## config.mk

```make
export PLATFORM = sky130hd
export DESIGN_NAME = decode_ctrl_pipe
export DESIGN_NICKNAME = d
export VERILOG_FILES = /design/src/rtl/decode_ctrl_pipe.sv
export SDC_FILE = /design/constraint.sdc
export NUM_CORES = 1
export LEC_CHECK = 0
export ABC_AREA = 1
export BUFFER_PORTS_ARGS = -buffer_cell sky130_fd_sc_hd__buf_4
export CAP_MARGIN = 20
export CORE_UTILIZATION = 45
export DETAILED_ROUTE_END_ITERATION = 10
export PLACE_DENSITY = 0.74
export SYNTH_ARGS = -nofsm -noshare
export SYNTH_HDL_FRONTEND = slang
export SYNTH_SLANG_ARGS = --single-unit
```

## constraint.sdc

```tcl
create_clock -name clk -period 1.5 [get_ports clk]
set_input_delay 0.45 -clock clk [delete_from_list [all_inputs] [get_ports clk]]
set_output_delay 0.45 -clock clk [all_outputs]
set_load 0.01 [all_outputs]
```

## src/rtl/decode_ctrl_pipe.sv

```systemverilog
// RV32IM decode-control pipeline stage: registers the execute/memory/writeback control
// bundle behind a valid/ready handshake and throttles issue during multi-cycle M-ops.
module decode_ctrl_pipe #(
  parameter int unsigned EN_M    = 1,
  parameter int unsigned MUL_LAT = 2,
  parameter int unsigned DIV_LAT = 32,
  parameter int unsigned CNT_W   = $clog2(DIV_LAT + 1)
) (
  input  logic        clk,
  input  logic        rst,
  input  logic        flush,
  input  logic        in_valid,
  output logic        in_ready,
  input  logic [31:0] in_instr,
  output logic        out_valid,
  input  logic        out_ready,
  output logic [4:0]  alu_ctrl,
  output logic        branch,
  output logic        mem_to_reg,
  output logic        mem_write,
  output logic        alu_src,
  output logic        alu_pc_src,
  output logic        reg_write,
  output logic        pc_jalr,
  output logic        illegal,
  output logic        busy
);

  localparam logic [4:0] ALUCTRL_NOP    = 5'd0;
  localparam logic [4:0] ALUCTRL_ADD    = 5'd1;
  localparam logic [4:0] ALUCTRL_SUB    = 5'd2;
  localparam logic [4:0] ALUCTRL_SLL    = 5'd3;
  localparam logic [4:0] ALUCTRL_SLT    = 5'd4;
  localparam logic [4:0] ALUCTRL_SLTU   = 5'd5;
  localparam logic [4:0] ALUCTRL_XOR    = 5'd6;
  localparam logic [4:0] ALUCTRL_SRL    = 5'd7;
  localparam logic [4:0] ALUCTRL_SRA    = 5'd8;
  localparam logic [4:0] ALUCTRL_OR     = 5'd9;
  localparam logic [4:0] ALUCTRL_AND    = 5'd10;
  localparam logic [4:0] ALUCTRL_MUL    = 5'd11;
  localparam logic [4:0] ALUCTRL_MULH   = 5'd12;
  localparam logic [4:0] ALUCTRL_MULHSU = 5'd13;
  localparam logic [4:0] ALUCTRL_MULHU  = 5'd14;
  localparam logic [4:0] ALUCTRL_DIV    = 5'd15;
  localparam logic [4:0] ALUCTRL_DIVU   = 5'd16;
  localparam logic [4:0] ALUCTRL_REM    = 5'd17;
  localparam logic [4:0] ALUCTRL_REMU   = 5'd18;

  localparam logic [6:0] OP_R      = 7'b0110011;
  localparam logic [6:0] OP_IMM    = 7'b0010011;
  localparam logic [6:0] OP_AUIPC  = 7'b0010111;
  localparam logic [6:0] OP_LOAD   = 7'b0000011;
  localparam logic [6:0] OP_STORE  = 7'b0100011;
  localparam logic [6:0] OP_BRANCH = 7'b1100011;
  localparam logic [6:0] OP_JAL    = 7'b1101111;
  localparam logic [6:0] OP_JALR   = 7'b1100111;

  // Counter load values are latency-1: the accept cycle itself counts as the first.
  // MUL_LAT is assumed not to exceed DIV_LAT, since CNT_W is sized from DIV_LAT.
  localparam logic [CNT_W-1:0] MUL_LOAD = CNT_W'(MUL_LAT - 1);
  localparam logic [CNT_W-1:0] DIV_LOAD = CNT_W'(DIV_LAT - 1);

  typedef enum logic {StIdle, StBusy} state_t;

  function automatic logic [4:0] base_alu(input logic [2:0] f3, input logic alt);
    logic [4:0] a;
    unique case (f3)
      3'b000:  a = alt ? ALUCTRL_SUB : ALUCTRL_ADD;
      3'b001:  a = ALUCTRL_SLL;
      3'b010:  a = ALUCTRL_SLT;
      3'b011:  a = ALUCTRL_SLTU;
      3'b100:  a = ALUCTRL_XOR;
      3'b101:  a = alt ? ALUCTRL_SRA : ALUCTRL_SRL;
      3'b110:  a = ALUCTRL_OR;
      default: a = ALUCTRL_AND;
    endcase
    return a;
  endfunction

  function automatic logic [4:0] m_alu(input logic [2:0] f3);
    logic [4:0] a;
    unique case (f3)
      3'b000:  a = ALUCTRL_MUL;
      3'b001:  a = ALUCTRL_MULH;
      3'b010:  a = ALUCTRL_MULHSU;
      3'b011:  a = ALUCTRL_MULHU;
      3'b100:  a = ALUCTRL_DIV;
      3'b101:  a = ALUCTRL_DIVU;
      3'b110:  a = ALUCTRL_REM;
      default: a = ALUCTRL_REMU;
    endcase
    return a;
  endfunction

  logic [6:0] w_opcode;
  logic [2:0] w_funct3;
  logic [6:0] w_funct7;
  logic [4:0] w_rd;
  logic       w_unused;

  assign w_opcode = in_instr[6:0];
  assign w_rd     = in_instr[11:7];
  assign w_funct3 = in_instr[14:12];
  assign w_funct7 = in_instr[31:25];
  assign w_unused = ^in_instr[24:15];

  // Raw decode, before the legality mask and x0 suppression.
  logic [4:0] w_alu;
  logic       w_branch, w_mem_to_reg, w_mem_write, w_alu_src, w_alu_pc_src;
  logic       w_reg_write, w_pc_jalr, w_legal, w_m_op;

  always_comb begin
    w_alu        = ALUCTRL_NOP;
    w_branch     = 1'b0;
    w_mem_to_reg = 1'b0;
    w_mem_write  = 1'b0;
    w_alu_src    = 1'b0;
    w_alu_pc_src = 1'b0;
    w_reg_write  = 1'b0;
    w_pc_jalr    = 1'b0;
    w_legal      = 1'b0;
    w_m_op       = 1'b0;
    unique case (w_opcode)
      OP_R: begin
        w_reg_write = 1'b1;
        unique case (w_funct7)
          7'b0000000: begin
            w_legal = 1'b1;
            w_alu   = base_alu(w_funct3, 1'b0);
          end
          7'b0100000: begin
            w_legal = (w_funct3 == 3'b000) || (w_funct3 == 3'b101);
            w_alu   = base_alu(w_funct3, 1'b1);
          end
          7'b0000001: begin
            w_legal = (EN_M != 0);
            w_m_op  = (EN_M != 0);
            w_alu   = m_alu(w_funct3);
          end
          default: w_legal = 1'b0;
        endcase
      end
      OP_IMM: begin
        w_alu_src   = 1'b1;
        w_reg_write = 1'b1;
        w_legal     = (w_funct3 != 3'b001 && w_funct3 != 3'b101) || (w_funct7 == 7'b0000000) ||
                      (w_funct3 == 3'b101 && w_funct7 == 7'b0100000);
        w_alu       = base_alu(w_funct3, (w_funct3 == 3'b101) && w_funct7[5]);
      end
      OP_AUIPC: begin
        w_legal      = 1'b1;
        w_alu        = ALUCTRL_ADD;
        w_alu_src    = 1'b1;
        w_alu_pc_src = 1'b1;
        w_reg_write  = 1'b1;
      end
      OP_LOAD: begin
        w_legal      = (w_funct3 != 3'b011) && (w_funct3 != 3'b110) && (w_funct3 != 3'b111);
        w_alu        = ALUCTRL_ADD;
        w_alu_src    = 1'b1;
        w_mem_to_reg = 1'b1;
        w_reg_write  = 1'b1;
      end
      OP_STORE: begin
        w_legal     = !w_funct3[2] && (w_funct3 != 3'b011);
        w_alu       = ALUCTRL_ADD;
        w_alu_src   = 1'b1;
        w_mem_write = 1'b1;
      end
      OP_BRANCH: begin
        w_legal  = (w_funct3 != 3'b010) && (w_funct3 != 3'b011);
        w_branch = 1'b1;
        // BEQ/BNE compare by subtraction; BLT/BGE and BLTU/BGEU by set-less-than.
        if (!w_funct3[2]) begin
          w_alu = ALUCTRL_SUB;
        end else begin
          w_alu = w_funct3[1] ? ALUCTRL_SLTU : ALUCTRL_SLT;
        end
      end
      OP_JAL, OP_JALR: begin
        w_legal      = 1'b1;
        w_alu        = ALUCTRL_ADD;
        w_branch     = 1'b1;
        w_alu_src    = 1'b1;
        w_alu_pc_src = 1'b1;
        w_reg_write  = 1'b1;
        w_pc_jalr    = (w_opcode == OP_JALR);
      end
      default: w_legal = 1'b0;
    endcase
  end

  state_t           r_state, w_state_next;
  logic [CNT_W-1:0] r_cnt, w_cnt_next;
  logic             r_out_valid;
  logic             w_accept;
  logic [CNT_W-1:0] w_m_load;

  assign in_ready = !rst && !flush && (r_state == StIdle) && (!r_out_valid || out_ready);
  assign w_accept = in_valid && in_ready;
  assign w_m_load = w_funct3[2] ? DIV_LOAD : MUL_LOAD;

  always_comb begin
    w_state_next = r_state;
    w_cnt_next   = r_cnt;
    unique case (r_state)
      StIdle: begin
        if (w_accept && w_legal && w_m_op) begin
          w_cnt_next = w_m_load;
          if (w_m_load != '0) begin
            w_state_next = StBusy;
          end
        end
      end
      StBusy: begin
        w_cnt_next = r_cnt - CNT_W'(1);
        if (r_cnt == CNT_W'(1)) begin
          w_state_next = StIdle;
        end
      end
      default: w_state_next = StIdle;
    endcase
    if (flush) begin
      w_state_next = StIdle;
      w_cnt_next   = '0;
    end
  end

  always_ff @(posedge clk) begin
    if (rst) begin
      r_state <= StIdle;
      r_cnt   <= '0;
    end else begin
      r_state <= w_state_next;
      r_cnt   <= w_cnt_next;
    end
  end

  logic [4:0] r_alu_ctrl;
  logic       r_branch, r_mem_to_reg, r_mem_write, r_alu_src, r_alu_pc_src;
  logic       r_reg_write, r_pc_jalr, r_illegal;

  always_ff @(posedge clk) begin
    if (rst) begin
      r_out_valid  <= 1'b0;
      r_alu_ctrl   <= ALUCTRL_NOP;
      r_branch     <= 1'b0;
      r_mem_to_reg <= 1'b0;
      r_mem_write  <= 1'b0;
      r_alu_src    <= 1'b0;
      r_alu_pc_src <= 1'b0;
      r_reg_write  <= 1'b0;
      r_pc_jalr    <= 1'b0;
      r_illegal    <= 1'b0;
    end else if (flush) begin
      r_out_valid <= 1'b0;
    end else if (w_accept) begin
      // Illegal encodings still issue, but with a neutral control bundle.
      r_out_valid  <= 1'b1;
      r_alu_ctrl   <= w_legal ? w_alu : ALUCTRL_NOP;
      r_branch     <= w_legal && w_branch;
      r_mem_to_reg <= w_legal && w_mem_to_reg;
      r_mem_write  <= w_legal && w_mem_write;
      r_alu_src    <= w_legal && w_alu_src;
      r_alu_pc_src <= w_legal && w_alu_pc_src;
      r_reg_write  <= w_legal && w_reg_write && (w_rd != 5'd0);
      r_pc_jalr    <= w_legal && w_pc_jalr;
      r_illegal    <= !w_legal;
    end else if (out_ready) begin
      r_out_valid <= 1'b0;
    end
  end

  assign out_valid  = r_out_valid;
  assign alu_ctrl   = r_alu_ctrl;
  assign branch     = r_branch;
  assign mem_to_reg = r_mem_to_reg;
  assign mem_write  = r_mem_write;
  assign alu_src    = r_alu_src;
  assign alu_pc_src = r_alu_pc_src;
  assign reg_write  = r_reg_write;
  assign pc_jalr    = r_pc_jalr;
  assign illegal    = r_illegal;
  assign busy       = (r_state == StBusy);

endmodule
```

==> metrics.yaml <==
placed_design:
  globalplace.congestion: 0.878
  portBuffers: 42
  pre_cts_slack_ns: -0.194
  hpwl_mm: 3.24
timing:
  worst_slew_pin_slew_ns: 0.401
  slew_violations: 0
  finalSetupTns_ns: -0.0339
  rsz0062_at_grt: "true"
  setup_viol_count_final: 1
  fin_worst_skew_ns: 0.00206
  slew_headroom_pct: 73.1
  worst_slack_ns: -0.0339
  finalCritPeriodShare_pct: 102
  hold_viol: 0
  fin_hold_ws_ns: 0.470
  layout_min_cycle_time_ns: 1.53
  max_freq_mhz: 652
clock_tree:
  cts_sinks: 21
  clk_pin_slew_ns: 0.08
  clock_latency_ns: 0.27
  cts_hold_buf: 0
  cts_tree: "yes"
  cts_root_buffer: "clkbuf_8"
  htreeDepth: 1
  clockBufferDepth: 2
  cts_buffers: 3
global_routing:
  grt_pass1_vias: 1776
  grt_max_degree: 15
  globalRouteTotalUtil_pct: 22.6
  grt-ovfl-total: 0
  antenna_found_initial: 0
  grt_pass1_wl_mm: 7.23
cells_and_area:
  n_antenna_cell: 0
  syn_to_final_growth_pct: 45.8
  regMostFlops: "r_cnt"
  mostFrequentLayoutCells: "buf_4, nand2_1, inv_1"
  largest_reg_flops: 6
  drive_gt1_share_pct: 42.2
  layout.nets: 381
  fill_cells: 311
  layout_commonest_cell: "buf_4"
detailed_routing:
  drcViolationCount: 0
  drt_iter0_drc: 57
  drt_first_pass_iters: 4
  avgRoutedWirePerCell_um: 11.1
  routed_wl_mm: 4.28
  ant_nets: 0
  vias: 1901
  via_per_inst: 4.91
worst_setup_path:
  path_cells: "inv_2 -> or2_1 -> nand2_2 -> nor2_4 -> buf_6"
  crit_required_ns: 1.05
  end_kind: "output pin"
  worstPathMaxFanout: 2
  crit_buf_inv: 2
  arrival_ns: 1.08
  crit_family: "flip-flops"
  critPathKind: "reg2out"
  cp-start-kind: "register"
  slowest_stage: "dfxtp_2"
  max_stage_delay_ns: 0.34
status:
  outcome: "complete, but fails checks"
  violations: "negative setup slack"
synthesis:
  ys.flop_type: "dfxtp_1"
  ys_ff_latch: 21
  syn_nets: 299
  synth_edf_count: 0
  synthArstFlopShare_pct: 0
  syn_area_um2: 1670
  yosys_warnings: 0
  ys_types: 30
  syn_avg_cell_area_um2: 6.41
  synth_cells: 260
  seq_area_frac_synth_pct: 25.2
floorplan:
  num_rows: 21
  io_pins: 53
  die-area_um2: 3950
  core_area_um2: 3440
  die_h_um: 62.8
  start_util_pct: 48.4
  die_width_um: 62.8
power_and_ir_drop:
  p_per_area_nw_per_um2: 504
  cellLeakagePower_nw: 1.19
  peakVddDrop_uv: 449
job:
  drv_cap: 0
min_path:
  min_path_type: "reg2reg"
==> tightest hold or removal path: cells and delay by family (launching register included) <==
kind | cells | cell delay, ns
AND/OR/NAND/NOR | 1 | 0.06
AO/OA/AOI/OAI | 1 | 0.05
flip-flops | 1 | 0.31
==> power by group <==
group | switching, mW | total [mW] | internal (mW)
combinational | 0.148 | 0.277 | 0.130
clock | 0.198 | 0.386 | 0.188
sequential | 0.00137 | 0.560 | 0.559
==> cell type report <==
class                      count  area (um^2)  area share [%]
timing repair buffer          81          616            25.3
sequential                    21          422            17.4
clock buffer                   3         41.3            1.70
tap                           46         57.6            2.37
inverter                      33          126            5.20
multi-input combinational    202         1160            47.7
clock inverter                 1         7.51           0.309
==> layer usage <==
| layer | wire length (um) | vias up | GRT usage, % |
|---|---|---|---|
| met5 | 0 | - | 0 |
| met4 | 54 | 0 | 5.81 |
| met3 | 224 | 8 | 5.66 |
| met2 | 2070 | 49 | 40.6 |
| met1 | 1930 | 854 | 26.5 |
| li1 | - | 990 | - |
==> synth_stat cells (2+ instances only) <==
cell type / instances / share of area, %
nand2_1: 80 / 18
inv_1: 25 / 5.6
nand3_1: 22 / 6.6
nor2_1: 22 / 5.0
dfxtp_1: 21 / 25
a21oi_1: 18 / 5.4
nor2_2: 9 / 3.4
inv_2: 8 / 1.8
nand3_2: 7 / 4.2
nand2_2: 6 / 2.3
nor2_4: 6 / 4.1
a31oi_1: 4 / 1.5
buf_6: 4 / 2.7
nand2_4: 4 / 2.7
nor3_1: 4 / 1.2
nand4_1: 3 / 1.1
o21ai_0: 3 / 0.90
ha_1: 2 / 1.5
==> final timing paths <==
path	startpoint	end	slack [ns]	cells past startpoint
max reg2reg	out_valid	r_cnt[0]	0.05	11
min	alu_ctrl[3]	alu_ctrl[3]	0.47	2
max	out_valid	in_ready	-0.03	5
min reg2reg	alu_ctrl[3]	alu_ctrl[3]	0.47	2
==> cells by family after synthesis <==
family,count (synthesis),synth area share [%]
and+or+nand+nor,169,52.4
adders and majority gates,2,1.50
AOI/OAI and AO/OA,29,9.62
buffers and inverters,38,10.7
DFF,21,25.2
xor gates and xnor gates,1,0.526
==> repair_timing <==
action	in CTS	in global routing
resized for setup	4	21
setup buffers	1	1
cloned	0	1
pin swaps	2	14
endpoints found under the setup margin	1	18
==> metrics by stage <==
stage | cell area (um^2) | total power [mW] | cells | util [%]
5_1_grt | 2430 | 1.28 | 387 | 70.6
6_report | 2430 | 1.22 | 387 | 70.6
4_1_cts | 2330 | 1.21 | 385 | 67.7
2_1_floorplan | 1670 | 0.700 | 260 | -
3_5_place_dp | 2260 | 0.828 | 380 | 65.7
3_3_place_gp | 2260 | 0.824 | 380 | 65.7
Note: power is estimated with default switching activity, not from simulation.
